[src/rtl/regfile_wb_arbiter_pkg.sv]
// Shared widths, starvation limit and grant encoding for the writeback arbiter.
// The macro WB_SCOREBOARD_EN (checked in the top) enables the pending-write scoreboard.
package regfile_wb_arbiter_pkg;
  localparam int WB_XLEN       = 64;
  localparam int WB_AW         = 5;
  localparam int WB_STARVE_MAX = 3;
  localparam int STARVE_W      = 2;

  typedef enum logic [1:0] {
    GNT_NONE = 2'd0,
    GNT_A    = 2'd1,
    GNT_B    = 2'd2
  } grant_t;

  // Saturating increment of the starvation counter.
  function automatic logic [STARVE_W-1:0] starve_inc(input logic [STARVE_W-1:0] cnt,
                                                     input logic [STARVE_W-1:0] max);
    return (cnt == max) ? cnt : cnt + STARVE_W'(1);
  endfunction
endpackage

[src/rtl/regfile_wb_arbiter_scoreboard.sv]
// Pending-write scoreboard: one bit per register, set on MDU issue, cleared on MDU writeback.
// Register 0 is never pending; a set and clear on the same address leaves the bit set.
module wb_scoreboard
  import regfile_wb_arbiter_pkg::*;
#(
  parameter int AW = WB_AW
) (
  input  logic          clk,
  input  logic          rst,
  input  logic          set_en,
  input  logic [AW-1:0] set_addr,
  input  logic          clr_en,
  input  logic [AW-1:0] clr_addr,
  input  logic [AW-1:0] rd0_addr,
  input  logic [AW-1:0] rd1_addr,
  output logic          rd0_pend,
  output logic          rd1_pend
);
  localparam int DEPTH = 1 << AW;

  logic [DEPTH-1:0] pend_reg;
  logic [DEPTH-1:0] pend_next;

  for (genvar gi = 0; gi < DEPTH; gi++) begin : g_bit
    if (gi == 0) begin : g_zero
      assign pend_next[gi] = 1'b0;
    end else begin : g_live
      logic set_hit;
      logic clr_hit;
      assign set_hit       = set_en && (set_addr == AW'(gi));
      assign clr_hit       = clr_en && (clr_addr == AW'(gi));
      assign pend_next[gi] = set_hit || (pend_reg[gi] && !clr_hit);
    end
  end

  always_ff @(posedge clk) begin
    if (rst) pend_reg <= '0;
    else     pend_reg <= pend_next;
  end

  assign rd0_pend = (rd0_addr != '0) && pend_reg[rd0_addr];
  assign rd1_pend = (rd1_addr != '0) && pend_reg[rd1_addr];
endmodule

[src/rtl/regfile_wb_arbiter.sv]
// Two-port regfile writeback arbiter: pipeline (A) wins by default, MDU (B) is forced through
// after STARVE_MAX lost cycles. Define WB_SCOREBOARD_EN to build the pending-write scoreboard.
module regfile_wb_arbiter
  import regfile_wb_arbiter_pkg::*;
#(
  parameter int XLEN       = WB_XLEN,
  parameter int AW         = WB_AW,
  parameter int STARVE_MAX = WB_STARVE_MAX
) (
  input  logic            clk,
  input  logic            rst,
  input  logic            a_valid,
  output logic            a_ready,
  input  logic [AW-1:0]   a_addr,
  input  logic [XLEN-1:0] a_data,
  input  logic            b_valid,
  output logic            b_ready,
  input  logic [AW-1:0]   b_addr,
  input  logic [XLEN-1:0] b_data,
  output logic            wr_en,
  output logic [AW-1:0]   wr_addr,
  output logic [XLEN-1:0] wr_data,
  input  logic            sb_set,
  input  logic [AW-1:0]   sb_addr,
  input  logic [AW-1:0]   rs1_addr,
  input  logic [AW-1:0]   rs2_addr,
  output logic            hazard_o
);
  localparam logic [STARVE_W-1:0] STARVE_LIM = STARVE_W'(STARVE_MAX);

  grant_t               grant;
  logic [STARVE_W-1:0]  starve_reg;
  logic [STARVE_W-1:0]  starve_next;
  logic                 force_b;
  logic                 wr_en_reg;
  logic [AW-1:0]        wr_addr_reg;
  logic [XLEN-1:0]      wr_data_reg;

  assign force_b = (starve_reg == STARVE_LIM);

  // Grant depends only on valids, reset and the starvation counter, never on addr/data.
  always_comb begin
    grant = GNT_NONE;
    if (!rst) begin
      if (b_valid && (force_b || !a_valid)) grant = GNT_B;
      else if (a_valid)                     grant = GNT_A;
    end
  end

  assign a_ready = (grant == GNT_A);
  assign b_ready = (grant == GNT_B);

  always_comb begin
    starve_next = starve_reg;
    if (grant == GNT_B)  starve_next = '0;
    else if (b_valid)    starve_next = starve_inc(starve_reg, STARVE_LIM);
  end

  always_ff @(posedge clk) begin
    if (rst) begin
      starve_reg  <= '0;
      wr_en_reg   <= 1'b0;
      wr_addr_reg <= '0;
      wr_data_reg <= '0;
    end else begin
      starve_reg <= starve_next;
      case (grant)
        GNT_A: begin
          wr_en_reg   <= (a_addr != '0);
          wr_addr_reg <= a_addr;
          wr_data_reg <= a_data;
        end
        GNT_B: begin
          wr_en_reg   <= (b_addr != '0);
          wr_addr_reg <= b_addr;
          wr_data_reg <= b_data;
        end
        default: wr_en_reg <= 1'b0;
      endcase
    end
  end

  assign wr_en   = wr_en_reg;
  assign wr_addr = wr_addr_reg;
  assign wr_data = wr_data_reg;

`ifdef WB_SCOREBOARD_EN
  logic rs1_pend;
  logic rs2_pend;

  wb_scoreboard #(.AW(AW)) u_scoreboard (
    .clk      (clk),
    .rst      (rst),
    .set_en   (sb_set && (sb_addr != '0)),
    .set_addr (sb_addr),
    .clr_en   (grant == GNT_B),
    .clr_addr (b_addr),
    .rd0_addr (rs1_addr),
    .rd1_addr (rs2_addr),
    .rd0_pend (rs1_pend),
    .rd1_pend (rs2_pend)
  );

  assign hazard_o = rs1_pend || rs2_pend;
`else
  logic unused_sb;
  assign unused_sb = ^{sb_set, sb_addr, rs1_addr, rs2_addr};
  assign hazard_o  = 1'b0;
`endif
endmodule
[config.mk]
export PLATFORM = sky130hd
export DESIGN_NAME = regfile_wb_arbiter
export DESIGN_NICKNAME = d
export VERILOG_FILES = /design/src/rtl/regfile_wb_arbiter_pkg.sv /design/src/rtl/regfile_wb_arbiter_scoreboard.sv /design/src/rtl/regfile_wb_arbiter.sv
export SDC_FILE = /design/constraint.sdc
export NUM_CORES = 1
export LEC_CHECK = 0
export BUFFER_PORTS_ARGS = -buffer_cell sky130_fd_sc_hd__buf_4
export CORE_MARGIN = 1
export CORE_UTILIZATION = 44
export DETAILED_ROUTE_END_ITERATION = 10
export GPL_TIMING_DRIVEN = 0
export PLACE_DENSITY = 0.92
export REMOVE_ABC_BUFFERS = 1
export SLEW_MARGIN = 20
export SYNTH_ARGS = -nofsm -noshare
export SYNTH_HDL_FRONTEND = slang
export SYNTH_HIERARCHICAL = 1
export SYNTH_SLANG_ARGS = --single-unit
[constraint.sdc]
create_clock -name clk -period 2.3 [get_ports clk]
set_input_delay 0.69 -clock clk [delete_from_list [all_inputs] [get_ports clk]]
set_output_delay 0.69 -clock clk [all_outputs]
set_load 0.01 [all_outputs]
Yosys cells after proc, flatten, opt, wreduce, memory -nomap -nowiden
Index checks and enable logic that the tools add are counted.

Bits in registers: 72. Word-level logic and storage cells: 23. Output and inout bits: 73. Input bits: 158.

Muxes and demuxes: 6. $add $sub $neg: 1. Bitwise logic cells: 1. Reduce and logical (&&, ||, !) cells: 8. Equality and inequality tests: 3.

Operators with widths (number): $pmux W64 S2 (1); $pmux W5 S2 (1); $reduce_bool A5 Y1 (2); $eq A2 B2 Y1 const B (2); $mux W2 (2); $add A2 B1 Y2 const B (1); $eq A2 B1 Y1 const B (1); $pmux W1 S2 (1); $reduce_and A2 Y1 (1); $reduce_bool A2 Y1 (1); $reduce_or A2 Y1 (1); $logic_and A1 B1 Y1 (1); $logic_not A1 Y1 (1); $logic_or A1 B1 Y1 (1); $mux W1 (1); $not A1 Y1 (1).

Logic depth before layout (Yosys ltp)
Gate-level depths: netlist of the first run.

Depth in word-level cells: 7. Gate-level depth with buffers: 10.

Worst setup path before layout of the first run
No wires, ideal clock.

Path kind: input port to flip-flop. Start: in rst. End: reg wr_data_reg[37], in the netlist wr_data[37]. Library setup time: 0.128 ns. Arrival time: 2.122 ns. Cell stages on the path: 9. Setup slack: 0.050 ns. Buffers on the path: 3. Cells stage by stage: clkbuf_1 nand3b_1 inv_1 ha_1 buf_6 buf_8 mux2_4 mux2i_1 nor2_1.

Longest elaborated chain between the ends: 3. Elaborated cells on any way between the ends: 5. Those cells by class: 2 x eq/ne; 2 x mux; 1 x reduce/logical.

RTL lines: from (decl) (RTL line regfile_wb_arbiter.sv:11) `input logic rst,`; $mux W2 (*) (RTL line regfile_wb_arbiter.sv:44) `if (!rst) begin`; $eq A2 B2 Y1 (*); named net b_ready (RTL line regfile_wb_arbiter.sv:17) `output logic b_ready,`; $pmux W64 S2 or $reduce_bool A2 Y1 (tied branches); to (signal assigned) (RTL line regfile_wb_arbiter.sv:71) `wr_data_reg <= a_data;`; to (signal assigned) (RTL line regfile_wb_arbiter.sv:76) `wr_data_reg <= b_data;`; to (decl) (RTL line regfile_wb_arbiter.sv:37) `logic [XLEN-1:0] wr_data_reg;`.

Mark *: on every way through the listed nets, which the timed path passes. The rest lies on a longest branch. A chain may end at the register's enable or synchronous reset.

Final worst setup path of the first run
Start: in rst. End: out b_ready.

Longest elaborated chain between the ends: 2.

RTL lines: $mux W2 (RTL line regfile_wb_arbiter.sv:44); $eq A2 B2 Y1 (RTL line regfile_wb_arbiter.sv:51) `assign b_ready = (grant == GNT_B);`; to (decl) (RTL line regfile_wb_arbiter.sv:17).

Every way passes these cells.

==> impl_metrics.env, run 1 <==
export IMPL_outcome="complete, no violations"
export IMPL_arrival_ps=1540
export IMPL_antenna_found_initial=0
export IMPL_rsz0062_at_grt="no"
export IMPL_io_pins=231
export IMPL_crit_required_ps=1610
export IMPL_end_kind="primary output"
export IMPL_grt_max_degree=45
export IMPL_numCtsBuffers=9
export IMPL_initial_core_util_pct=45.83
export IMPL_synth_avg_cell_area_um2=11.68
export IMPL_largest_reg_flops=64
export IMPL_remaining_drc_errors=0
export IMPL_wl_per_cell_um=15.86
export IMPL_fill_cells=615
export IMPL_wl_um=10200
export IMPL_dr_pass1_iters=4
export IMPL_timing_hold_ws_ps=495.9
export IMPL_timing_final_crit_share_pct=97.11
export IMPL_crit_chain="buf_16 > nand3b_1 > ha_4 > buf_16 > buf_6"
export IMPL_cts_sinks=72
export IMPL_p_leak_uw=0.003060
export IMPL_synth_top_area_share_pct=38.08
export IMPL_fp_row_count=33
export IMPL_worstSetupPathType="in -> out"
export IMPL_io_buffers=213
export IMPL_slowest_delay_ps=240
export IMPL_nNetsFinal=696
export IMPL_area_delta_synth_final_pct=52.50
export IMPL_overflow=0
export IMPL_vias=3169
export IMPL_drv_cap=0
export IMPL_final_max_slew_viol_count=0
export IMPL_hpwl_um=7045
export IMPL_vias_per_cell=4.928
export IMPL_worstSetupStartpointType="input pin"
export IMPL_finalHoldViolations=0
export IMPL_regArea_um2=1444
export IMPL_final_util_pct=69.89
export IMPL_seq_area_frac_synth_pct=38.08
export IMPL_synth_top_area_cell="dfxtp_1"
export IMPL_ant_nets=0
export IMPL_dpl_worst_slack_ps=-1099
export IMPL_grt_pass1_vias=3306
export IMPL_coreArea_um2=8258
export IMPL_layout_commonest_cell="buf_4"
export IMPL_min_period_ps=2234
export IMPL_syn_inst=324
export IMPL_r2r_slack_ps=120
export IMPL_finalSetupViolCount=0
export IMPL_ys_types=25
export IMPL_crit_path_max_fanout=37
export IMPL_grt_pass1_wl_um=15060
export IMPL_clk_pin_slew_ps=70
export IMPL_multi_input_area_um2=2147
export IMPL_path_common_cell="buf_16"
export IMPL_ys_seq_elements=72
export IMPL_p_per_area_nw_per_um2=566.0
export IMPL_drive_above_1_share_pct=58.55
export IMPL_irDropWorstVdd_mv=0.3268
export IMPL_yosys_warnings=6
export IMPL_netlist_area_um2=3785
export IMPL_die_w_um=94.75
export IMPL_yosys_top_cells_area="dfxtp_1 (38%), mux2_4 (27%), mux2i_1 (19%), nor2_1 (6.8%), buf_12 (3.2%)"
export IMPL_max_freq_mhz=447.7
export IMPL_mostFrequentLayoutCells="buf_4 (217), mux2i_1 (70), dfxtp_1 (70), nor2_1 (69), mux2_4 (67)"
export IMPL_fin_ws_ps=66.45
export IMPL_fin_skew_ps=7.209
export IMPL_die_h_um=94.75
export IMPL_n_antenna_cell=0
export IMPL_grt_usage_pct=22.10
export IMPL_clk_path_buf_depth=2
export IMPL_root_buffer="clkbuf_8"
export IMPL_die_area_um2=8977
export IMPL_insertion_delay_ps=330
export IMPL_slowest_stage="nand3b_1"
export IMPL_htree_levels=3
export IMPL_cts_tree="done"
export IMPL_place_congestion=0.7398
export IMPL_worstHoldPathType="reg -> reg"
export IMPL_drt_initial_drc_count=48
cell usage after synthesis:
master    count
buf_6         1
buf_2         7
inv_1         2
conb_1        1
dfxtp_1      72
nand2_1       1
nand2b_1      1
mux2_2        2
clkbuf_2      1
nor3_1        2
nor2b_1       1
nor2_1       69
buf_8         1
buf_4         1
ha_1          3
mux2i_1      70
nand3b_1      2
o21ai_1       1
a211oi_1      1
o21ai_0       1
buf_12        6
clkbuf_1      8
mux2_4       67
or4_1         2
xnor2_1       1
where the power goes:
part / internal [uW] / leakage [uW] / switching (uW)
Clock: 547 / 0.0000973 / 456
Sequential: 1340 / 0.000592 / 50.5
Combinational: 546 / 0.00237 / 327
Total: 2430 / 0.00306 / 834
cell families after synthesis:
kind of cell / synth area share [%]
compound gates: 0.4626
xor+xnor: 0.2314
fa+ha+maj: 0.9918
buf+inv: 6.116
flops: 38.08
mux: 45.69
other cells: 0.09908
simple gates: 8.331
path summary, 6_finish.rpt:
kind / start / to / cells past startpoint
max: rst / b_ready / 5
min reg2reg: wr_data[41] / wr_data[41] / 2
max reg2reg: starve_reg[0] / wr_data[29] / 8
min: wr_data[41] / wr_data[41] / 2
layer usage:
metal  GRT usage (%)  part of all wire (%)  vias to the layer above
li1                -                     -                     1533
met1           22.55                    37                     1471
met2           41.49                    54                      140
met3           5.556                   6.5                       25
met4           10.73                   2.4                        0
met5               0                     0                        -
metrics by stage:
| step | instances | setup TNS (ps) | instance area (um2) | power (uW) |
|---|---|---|---|---|
| CTS | 642 | 0 | 5751 | 3297 |
| detailed placement | 619 | -54460 | 5359 | 2250 |
| global route | 643 | 0 | 5772 | 3421 |
| floorplan | 299 | -146860 | 3561 | 1862 |
| finish | 643 | 0 | 5772 | 3267 |
| global placement | 617 | -232760 | 5291 | 2252 |
timing repair:
item / CTS / global route
cloned: 3 / 0
setup endpoints to repair: 72 / 6
pin swaps: 2 / 2
setup buffers: 6 / 1
hold buffers: 0 / 0
gates resized for setup: 9 / 3
endpoints found under the hold margin: 0 / 0
worst max-delay path: cells and delay by family:
kind          cells  cell delay (ps)
simple gates      1              240
fa+ha+maj         1              220
buf+inv           3              390
cell type report:
cell class / count / share of cell area (%)
clock buffers: 11 / 2.623
repair buffers: 225 / 32.02
flip-flops and latches: 72 / 25.02
inverters: 2 / 0.1301
clock inverters: 3 / 0.7370
multi-input cells: 225 / 37.20
well taps: 105 / 2.276
Power figures use the tool's default switching activity.
==> inputs of run 2 (changes only) <==
ABC_AREA = 1   (was not set)
CORE_UTILIZATION = 43   (was 44)
PLACE_DENSITY = 0.91   (was 0.92)
==> run 2 against run 1 <==
Effect of this change: worst setup slack worse by 56 ps; highest routed layer unchanged; area after synthesis fell by 6.1%; clock skew grew 0.74 ps; maximum frequency is 2.5% lower; wire length up 18%; clock-buffer cell count up 3; clock power down 9.6%; largest power group unchanged; global-route usage increased by 4.4 points.
==> impl_metrics.env, run 2 <==
export IMPL_initial_core_util_pct=45.26
export IMPL_seq_area_frac_synth_pct=40.58
export IMPL_htree_levels=3
export IMPL_cts_tree="done"
export IMPL_slowest_stage="dfxtp_1"
export IMPL_synth_most_common_cell="nor2_1"
export IMPL_grt_pass1_vias=3785
export IMPL_max_slew_worst_pin_slew_ps=524.5
export IMPL_post_dp_cell_area_um2=5117
export IMPL_critPathTopFamily="adder cells"
export IMPL_area_delta_synth_final_pct=53.47
export IMPL_synth_mux_area_fraction_pct=0
export IMPL_drt_initial_drc_count=120
export IMPL_total_power_uw=3063
export IMPL_worstSetupStartpointType="register"
export IMPL_ys_seq_elements=72
export IMPL_synth_top_family_by_area="simple AND/OR/NAND/NOR gates"
export IMPL_min_period_ps=2290
export IMPL_synth_compound_area_share_pct=24.80
export IMPL_io_pins=231
export IMPL_timing_final_crit_share_pct=99.55
export IMPL_drive_above_1_share_pct=50.73
export IMPL_worstHoldPathType="reg -> reg"
export IMPL_ant_nets=0
export IMPL_layout_commonest_cell="buf_4"
export IMPL_place_congestion=0.7445
export IMPL_crit_path_max_fanout=3
export IMPL_root_buffer="clkbuf_8"
export IMPL_p_per_area_nw_per_um2=561.8
export IMPL_vias_per_cell=5.463
export IMPL_clk_path_buf_depth=2
export IMPL_synth_ff_type="dfxtp_1"
export IMPL_finalHoldViolations=0
export IMPL_synth_top_area_cell="dfxtp_1"
export IMPL_synth_top_area_share_pct=40.58
export IMPL_worst_path_buf_inv=2
export IMPL_nNetsFinal=775
export IMPL_synth_fa_ha_area_share_pct=1.057
export IMPL_drv_cap=0
export IMPL_crit_start="starve_reg[1]"
export IMPL_vias=3928
export IMPL_grt_max_degree=72
export IMPL_slew_headroom_pct=65.03
export IMPL_cts_hold_buf=0
export IMPL_max_freq_mhz=436.7
export IMPL_cts_sinks=72
export IMPL_die_h_um=92.89
export IMPL_fin_skew_ps=7.951
export IMPL_clk_pin_slew_ps=70
export IMPL_wl_um=11990
export IMPL_grt_pass1_wl_um=17880
export IMPL_syn_inst=419
export IMPL_die_area_um2=8629
export IMPL_hpwl_um=7382
export IMPL_overflow=0
export IMPL_insertion_delay_ps=330
export IMPL_p_leak_uw=0.002591
export IMPL_dr_pass1_iters=4
export IMPL_coreArea_um2=7848
export IMPL_synthTopCellsByCount="nor2_1 (143), dfxtp_1 (72), nand3_1 (71)"
export IMPL_mostFrequentLayoutCells="buf_4 (215), nor2_1 (142), dfxtp_1 (71), nand3_1 (70), o31ai_2 (68)"
export IMPL_final_setup_tns_ps=0
export IMPL_ys_types=20
export IMPL_r2r_start="starve_reg[1]"
export IMPL_synthXorXnorAreaFrac_pct=0
export IMPL_worstSetupPathType="reg -> out"
export IMPL_remaining_drc_errors=0
export IMPL_largest_reg_flops=64
export IMPL_antenna_found_initial=0
export IMPL_end_kind="primary output"
export IMPL_io_buffers=213
export IMPL_synth_avg_cell_area_um2=8.478
export IMPL_synthSimpleGateAreaFrac_pct=26.35
export IMPL_n_antenna_cell=0
export IMPL_async_flop_share_pct=0
export IMPL_finalSetupViolCount=0
export IMPL_hold_start="wr_addr[4]"
export IMPL_arrival_ps=1600
export IMPL_outcome="complete, no violations"
export IMPL_finish_instance_area_um2=5451
export IMPL_fp_row_count=32
export IMPL_yosys_warnings=6
export IMPL_wl_per_cell_um=16.67
export IMPL_rsz0062_at_grt="yes"
export IMPL_numCtsBuffers=9
export IMPL_fill_cells=577
export IMPL_crit_chain="ha_4 > o21ai_4 > nand3_2 > inv_1 > ha_2 > buf_4"
export IMPL_synth_edf_count=0
export IMPL_slowest_delay_ps=350
export IMPL_die_w_um=92.89
export IMPL_final_max_slew_viol_count=0
export IMPL_yosys_top_cells_area="dfxtp_1 (41%), o31ai_2 (24%), nor2_1 (15%), nand3_1 (10%), buf_6 (2.9%)"
export IMPL_crit_required_ps=1610
export IMPL_grt_usage_pct=26.47
export IMPL_netlist_area_um2=3552
export IMPL_irDropWorstVdd_mv=0.3471
[run 2: layer usage]
| metal | part of all wire [%] | global-route usage (%) |
|---|---|---|
| met5 | 0 | 0 |
| met4 | 2.0 | 12.18 |
| met3 | 8.2 | 5.993 |
| met2 | 52 | 47.43 |
| met1 | 38 | 29.52 |
[run 2: tightest hold or removal path, cell delays in order, from the launching register on]
cell and delay (ps):
dfxtp_1 320, nand3_1 70, o21ai_0 70
[run 2: power by group]
part           leakage, uW  internal (uW)  switching, uW  total (uW)
Clock            0.0000886            471            433         904
Sequential        0.000590           1340           52.3        1390
Combinational      0.00191            393            372         765
[run 2: what timing repair did]
action,CTS,global route
gates cloned,1,1
endpoints found under the setup margin,74,61
resized for setup,10,9
pin swaps,3,2
setup buffers,6,0
[run 2: cell type report]
class	count	area [um2]	area share, %
tap	102	127.6	2.341
clock buffer	14	172.7	3.167
sequential	72	1443	26.46
timing repair buffer	221	1719	31.54
multi-input combinational	302	1918	35.18
inverter	7	60.06	1.102
timing repair inverter	1	11.26	0.2066
[run 2: worst paths after layout]
| path | endpoint | cells after the start | slack (ps) |
|---|---|---|---|
| worst max-delay path | a_ready | 6 | 10 |
| worst min-delay path | wr_addr[4] | 2 | 500 |
| worst max register to register | wr_en | 6 | 180 |
| worst min register to register | wr_addr[4] | 2 | 500 |
[run 2: cells by family after synthesis]
logic type | Yosys count
buffers and inverters | 46
DFF | 72
AOI/OAI and AO/OA | 74
other | 1
adders and majority gates | 3
and+or+nand+nor | 223
[run 2: through the flow]
step                      hold slack, ps  setup WS (ps)  cells  util [%]
after global placement             472.7          -4939    695     64.38
after CTS                          489.1          3.980    718     68.75
after detailed placement           480.0          -1806    697     65.21
after global routing               521.6         -69.12    719     69.47
final                              500.3          10.30    719     69.47
after floorplan                    453.2          -3170    380         -
